**src/rtl/apb_master_ctrl.sv**
```systemverilog
// APB master: accepts single read/write commands, decodes to one of four slaves,
// runs SETUP/ACCESS with a pready timeout, and returns one response per command.
module apb_master_ctrl #(
    parameter logic [31:0] BASE_ADDR      = 32'h4000_0000,
    parameter int unsigned SLV_SEL_LSB    = 12,
    parameter int unsigned TIMEOUT_CYCLES = 16
) (
    input  logic        pclk,
    input  logic        preset,
    input  logic        cmd_valid,
    output logic        cmd_ready,
    input  logic        cmd_write,
    input  logic [31:0] cmd_addr,
    input  logic [31:0] cmd_wdata,
    output logic        rsp_valid,
    input  logic        rsp_ready,
    output logic [31:0] rsp_rdata,
    output logic        rsp_err,
    output logic [31:0] paddr,
    output logic        pwrite,
    output logic [31:0] pwdata,
    output logic [3:0]  psel,
    output logic        penable,
    input  logic [31:0] mst_prdata,
    input  logic        mst_pready
);

    localparam int unsigned DecLsb      = SLV_SEL_LSB + 2;
    localparam logic [7:0]  TimeoutLast = 8'(TIMEOUT_CYCLES - 1);

    localparam logic [1:0] StIdle   = 2'd0;
    localparam logic [1:0] StSetup  = 2'd1;
    localparam logic [1:0] StAccess = 2'd2;
    localparam logic [1:0] StResp   = 2'd3;

    logic [1:0]  state_q, state_d;
    logic [31:0] paddr_q, paddr_d;
    logic        pwrite_q, pwrite_d;
    logic [31:0] pwdata_q, pwdata_d;
    logic [3:0]  psel_q, psel_d;
    logic        penable_q, penable_d;
    logic        rsp_valid_q, rsp_valid_d;
    logic [31:0] rsp_rdata_q, rsp_rdata_d;
    logic        rsp_err_q, rsp_err_d;
    logic [7:0]  cnt_q, cnt_d;

    logic        dec_hit;
    logic [3:0]  dec_sel;

    assign dec_hit = (cmd_addr[31:DecLsb] == BASE_ADDR[31:DecLsb]);
    assign dec_sel = 4'b0001 << cmd_addr[SLV_SEL_LSB +: 2];

    assign cmd_ready = (state_q == StIdle) && !preset;

    always_comb begin
        state_d     = state_q;
        paddr_d     = paddr_q;
        pwrite_d    = pwrite_q;
        pwdata_d    = pwdata_q;
        psel_d      = psel_q;
        penable_d   = penable_q;
        rsp_valid_d = rsp_valid_q;
        rsp_rdata_d = rsp_rdata_q;
        rsp_err_d   = rsp_err_q;
        cnt_d       = cnt_q;
        case (state_q)
            StIdle: begin
                if (cmd_valid) begin
                    if (dec_hit) begin
                        paddr_d   = cmd_addr;
                        pwrite_d  = cmd_write;
                        pwdata_d  = cmd_wdata;
                        psel_d    = dec_sel;
                        penable_d = 1'b0;
                        state_d   = StSetup;
                    end else begin
                        rsp_err_d   = 1'b1;
                        rsp_rdata_d = 32'h0;
                        rsp_valid_d = 1'b1;
                        state_d     = StResp;
                    end
                end
            end
            StSetup: begin
                penable_d = 1'b1;
                cnt_d     = 8'd0;
                state_d   = StAccess;
            end
            StAccess: begin
                // pready on the final count still completes the transfer normally
                if (mst_pready) begin
                    rsp_rdata_d = pwrite_q ? 32'h0 : mst_prdata;
                    rsp_err_d   = 1'b0;
                    rsp_valid_d = 1'b1;
                    psel_d      = 4'b0000;
                    penable_d   = 1'b0;
                    state_d     = StResp;
                end else if (cnt_q == TimeoutLast) begin
                    rsp_rdata_d = 32'h0;
                    rsp_err_d   = 1'b1;
                    rsp_valid_d = 1'b1;
                    psel_d      = 4'b0000;
                    penable_d   = 1'b0;
                    state_d     = StResp;
                end else begin
                    cnt_d = cnt_q + 8'd1;
                end
            end
            StResp: begin
                if (rsp_ready) begin
                    rsp_valid_d = 1'b0;
                    state_d     = StIdle;
                end
            end
            default: state_d = StIdle;
        endcase
    end

    always_ff @(posedge pclk) begin
        if (preset) begin
            state_q     <= StIdle;
            paddr_q     <= 32'h0;
            pwrite_q    <= 1'b0;
            pwdata_q    <= 32'h0;
            psel_q      <= 4'b0000;
            penable_q   <= 1'b0;
            rsp_valid_q <= 1'b0;
            rsp_rdata_q <= 32'h0;
            rsp_err_q   <= 1'b0;
            cnt_q       <= 8'd0;
        end else begin
            state_q     <= state_d;
            paddr_q     <= paddr_d;
            pwrite_q    <= pwrite_d;
            pwdata_q    <= pwdata_d;
            psel_q      <= psel_d;
            penable_q   <= penable_d;
            rsp_valid_q <= rsp_valid_d;
            rsp_rdata_q <= rsp_rdata_d;
            rsp_err_q   <= rsp_err_d;
            cnt_q       <= cnt_d;
        end
    end

    assign paddr     = paddr_q;
    assign pwrite    = pwrite_q;
    assign pwdata    = pwdata_q;
    assign psel      = psel_q;
    assign penable   = penable_q;
    assign rsp_valid = rsp_valid_q;
    assign rsp_rdata = rsp_rdata_q;
    assign rsp_err   = rsp_err_q;

endmodule

```
**config.mk**
```make
export PLATFORM = sky130hd
export DESIGN_NAME = apb_master_ctrl
export DESIGN_NICKNAME = d
export VERILOG_FILES = /design/src/rtl/apb_master_ctrl.sv
export SDC_FILE = /design/constraint.sdc
export NUM_CORES = 1
export LEC_CHECK = 0
export BUFFER_PORTS_ARGS = -buffer_cell sky130_fd_sc_hd__buf_4
export CORE_MARGIN = 2
export CORE_UTILIZATION = 46
export DETAILED_ROUTE_END_ITERATION = 10
export PLACE_DENSITY = 0.83
export SETUP_SLACK_MARGIN = 0.4
export SLEW_MARGIN = 20
export SYNTH_ARGS = -nofsm -noshare
export SYNTH_HDL_FRONTEND = slang
export SYNTH_SLANG_ARGS = --single-unit
```
**constraint.sdc**
```tcl
create_clock -name pclk -period 2.1 [get_ports pclk]
set_input_delay 0 -clock pclk [delete_from_list [all_inputs] [get_ports pclk]]
set_output_delay 0 -clock pclk [all_outputs]
set_load 0.02 [all_outputs]
```
==> flow_summary.yaml <==
floorplan:
  rows: 35
  io_pins: 207
  core-area_um2: 9200
  die_h_um: 101
  dieArea_um2: 10300
  die_w_um: 101
  initial_core_util_pct: 47.3
timing:
  rsz0062_at_grt: "yes"
  slew_headroom_pct: 60.7
  hold_violations: 0
  setup_viol: 0
  worst_slack_ps: 297
  worstMarginPinSlew_ps: 584
  clock_skew_ps: 11.7
  fmaxAchievable_ghz: 0.555
  drv_slew: 0
  min_period_over_period_pct: 85.9
  fin_crit_ps: 1800
  whs_ps: 69.4
  fin_tns_setup_ps: 0
synthesis:
  synthArstFlopShare_pct: 0
  ys_ff_latch: 114
  yosysSeqAreaShare_pct: 52.4
  synth-main-ff-cell: "dfxtp_1"
  synthCells: 500
  synth_simple_gate_area_share_pct: 23.6
  synth_area_leader_cell: "dfxtp_1"
  syn_nets: 609
  post_synth.cell_area_avg_um2: 8.71
  syn_area_um2: 4350
  synthMuxAreaShare_pct: 7.62
  synth-compound-area-share_pct: 9.34
  ys_types: 38
  synth_top_area_share_pct: 52.4
  yosysWarningCount: 0
  synth_fa_ha_area_share_pct: 2.01
  synth_area_leaders: "dfxtp_1, nand2_1, mux2i_1"
  synth_xor_area_share_pct: 1.01
  synth-edff-count: 0
  synth_top_family_by_area: "simple AND/OR/NAND/NOR gates"
layout:
  insertedDiodeCount: 0
  mostFrequentLayoutCells: "buf_4, nand2_1, dfxtp_1"
  nNetsFinal: 913
  final_area_um2: 7910
  drive_above_1_share_pct: 37.2
  final_common_cell: "buf_4"
  syn2layout_area_growth_pct: 81.6
  final_cells: 928
clocking:
  cts_buffer_depth: 2
  numCtsBuffers: 17
  clk_pin_slew_worst_paths_ps: 60
  cts_tree: "done"
  cts-htree-levels: 4
  cts.sinks: 114
  cts_root_buf: "clkbuf_8"
  clk_latency_ps: 510
detailed_routing:
  vias_per_cell: 5.42
  drt-total-wl_um: 17600
  ant_nets: 0
  drc: 0
  first_iter_violations: 243
  drt-pass1-iter-count: 5
  via_count: 5034
  post_drt_wl_per_cell_um: 18.9
run_status:
  status: "completed"
placed_design:
  dpl_cell_area_um2: 6010
  place.gp.congestion: 0.890
  dp_hpwl_um: 9040
  pre_cts_ws_ps: 160
  place_inst: 795
  io_buffers: 206
grt:
  antenna_found_initial: 0
  grt_max_degree: 65
  grt_pass1_wl_um: 24500
  grt_pass1_vias: 5202
  grt-ovfl-total: 0
  grt.total_usage_pct: 30.5
setup_path:
  cp_max_fo: 7
  crit_type: "flop to flop"
  cp_cell_sequence: "ha_4, and3_4, a21o_1, nand2_2, a21oi_4, buf_12, buf_12, mux2i_4"
  crit_slowest_cell: "dfxtp_4"
  cp-end-kind: "flop"
  cp.required_ps: 2530
  cpMostUsedCell: "buf_12"
  path_buf_inv: 2
  worstSetupStartpointType: "flop"
  critical_path.top_delay_family: "flip-flops"
  arrival_ps: 2240
  slowest_delay_ps: 370
power_and_ir_drop:
  pwr-share-comb_pct: 27.2
  p_leak_nw: 3.47
  pwr-share-seq_pct: 32.0
  clock_power_share_pct: 40.8
  switching_power_w: 0.00210
  peakVddDrop_uv: 574
  power_switching_share_pct: 28.7
  powerDensity_nw_per_um2: 925
  p_int_w: 0.00521
worst_hold_path:
  hold_path.class: "input pin to flop"
run:
  maxCapViolCount: 0
-- cell usage after synthesis, types with 2 or more instances --
cell type and number:
xor2_1 3, and3_1 19, nor2_1 12, or4_1 2, ha_1 7, nand2b_1 4
nand3_1 6, inv_1 9, nand4_1 2, nor3_1 3, o21ai_0 2, mux2i_1 32
clkbuf_1 22, nand2_1 170, o32ai_1 4, nor4_1 2, nor2b_1 3, a211oi_1 3
buf_6 3, dfxtp_1 114, xnor2_1 2, a21oi_1 54, buf_2 5, a211o_1 2
or4_4 2
-- area by class of cell --
cell class,count,area [um^2]
repair buffers,315,2760
flip-flops and latches,114,2300
multi-input cells,347,2050
fillers,465,1290
clock buffers,19,442
clock inverters,13,173
well taps,111,139
inverters,9,41.3
-- cells by family (layout without fill, tap and decap cells) --
family,count (synthesis),after routing
XOR/XNOR,5,5
adder cells (fa/ha/maj),7,7
multiplexers,33,33
buffers and inverters,39,356
AO/OA/AOI/OAI,70,70
flip-flops,114,114
AND/OR/NAND/NOR,232,232
-- what timing repair did --
action / CTS / global route
gates resized for setup: 16 / 27
cloned: 1 / 7
setup endpoints to repair: 89 / 85
setup buffers: 2 / 9
hold buffers: 82 / 0
pin swaps: 1 / 4
endpoints found under the hold margin: 86 / 0
-- worst reg2reg max path, stage by stage (launching register included) --
cell and delay [ps]:
dfxtp_4 370, ha_4 140, and3_4 200, a21o_1 230, nand2_2 100, a21oi_4 140, buf_12 170, buf_12 140
mux2i_4 230
-- metrics by stage --
| step | total power (W) | utilization, % |
|---|---|---|
| floorplan | 0.00319 | - |
| global placement | 0.00355 | 65.4 |
| detailed placement | 0.00359 | 65.4 |
| CTS | 0.00689 | 82.3 |
| global route | 0.00754 | 86.0 |
| finish | 0.00731 | 86.0 |
-- worst paths after layout --
kind / start / cells after the start / to / slack (ps)
max: cnt_q[0] / 8 / rsp_rdata[15] / 300
min: rsp_ready / 5 / state_q[0] / 70
max reg2reg: cnt_q[0] / 8 / rsp_rdata[15] / 300
min reg2reg: pwdata[3] / 2 / pwdata[3] / 460
-- registers in the layout (all words and copies together) (netlist names) --
register and flops:
rsp_valid 1, penable 1, state_q 2, psel 4, rsp_err 1, rsp_rdata 32
pwdata 32, pwrite 1, cnt_q 8, paddr 32
-- metal layers --
metal / track usage, % / part of all wire, % / up-vias
met5: 0 / 0 / -
met4: 17.6 / 4.2 / 0
met3: 7.73 / 5.9 / 61
met2: 56.7 / 55 / 265
met1: 30.8 / 35 / 2438
li1: - / - / 2270
-- power groups by stage --
stage                     registers (W)  logic [W]  clock network, W
after global routing            0.00234    0.00207           0.00312
after CTS                       0.00231    0.00160           0.00298
after floorplan                 0.00241   0.000776                 0
after detailed placement        0.00235    0.00124                 0
final                           0.00234    0.00199           0.00298
after global placement          0.00235    0.00120                 0
No activity file was read; power rests on OpenSTA's default activity.
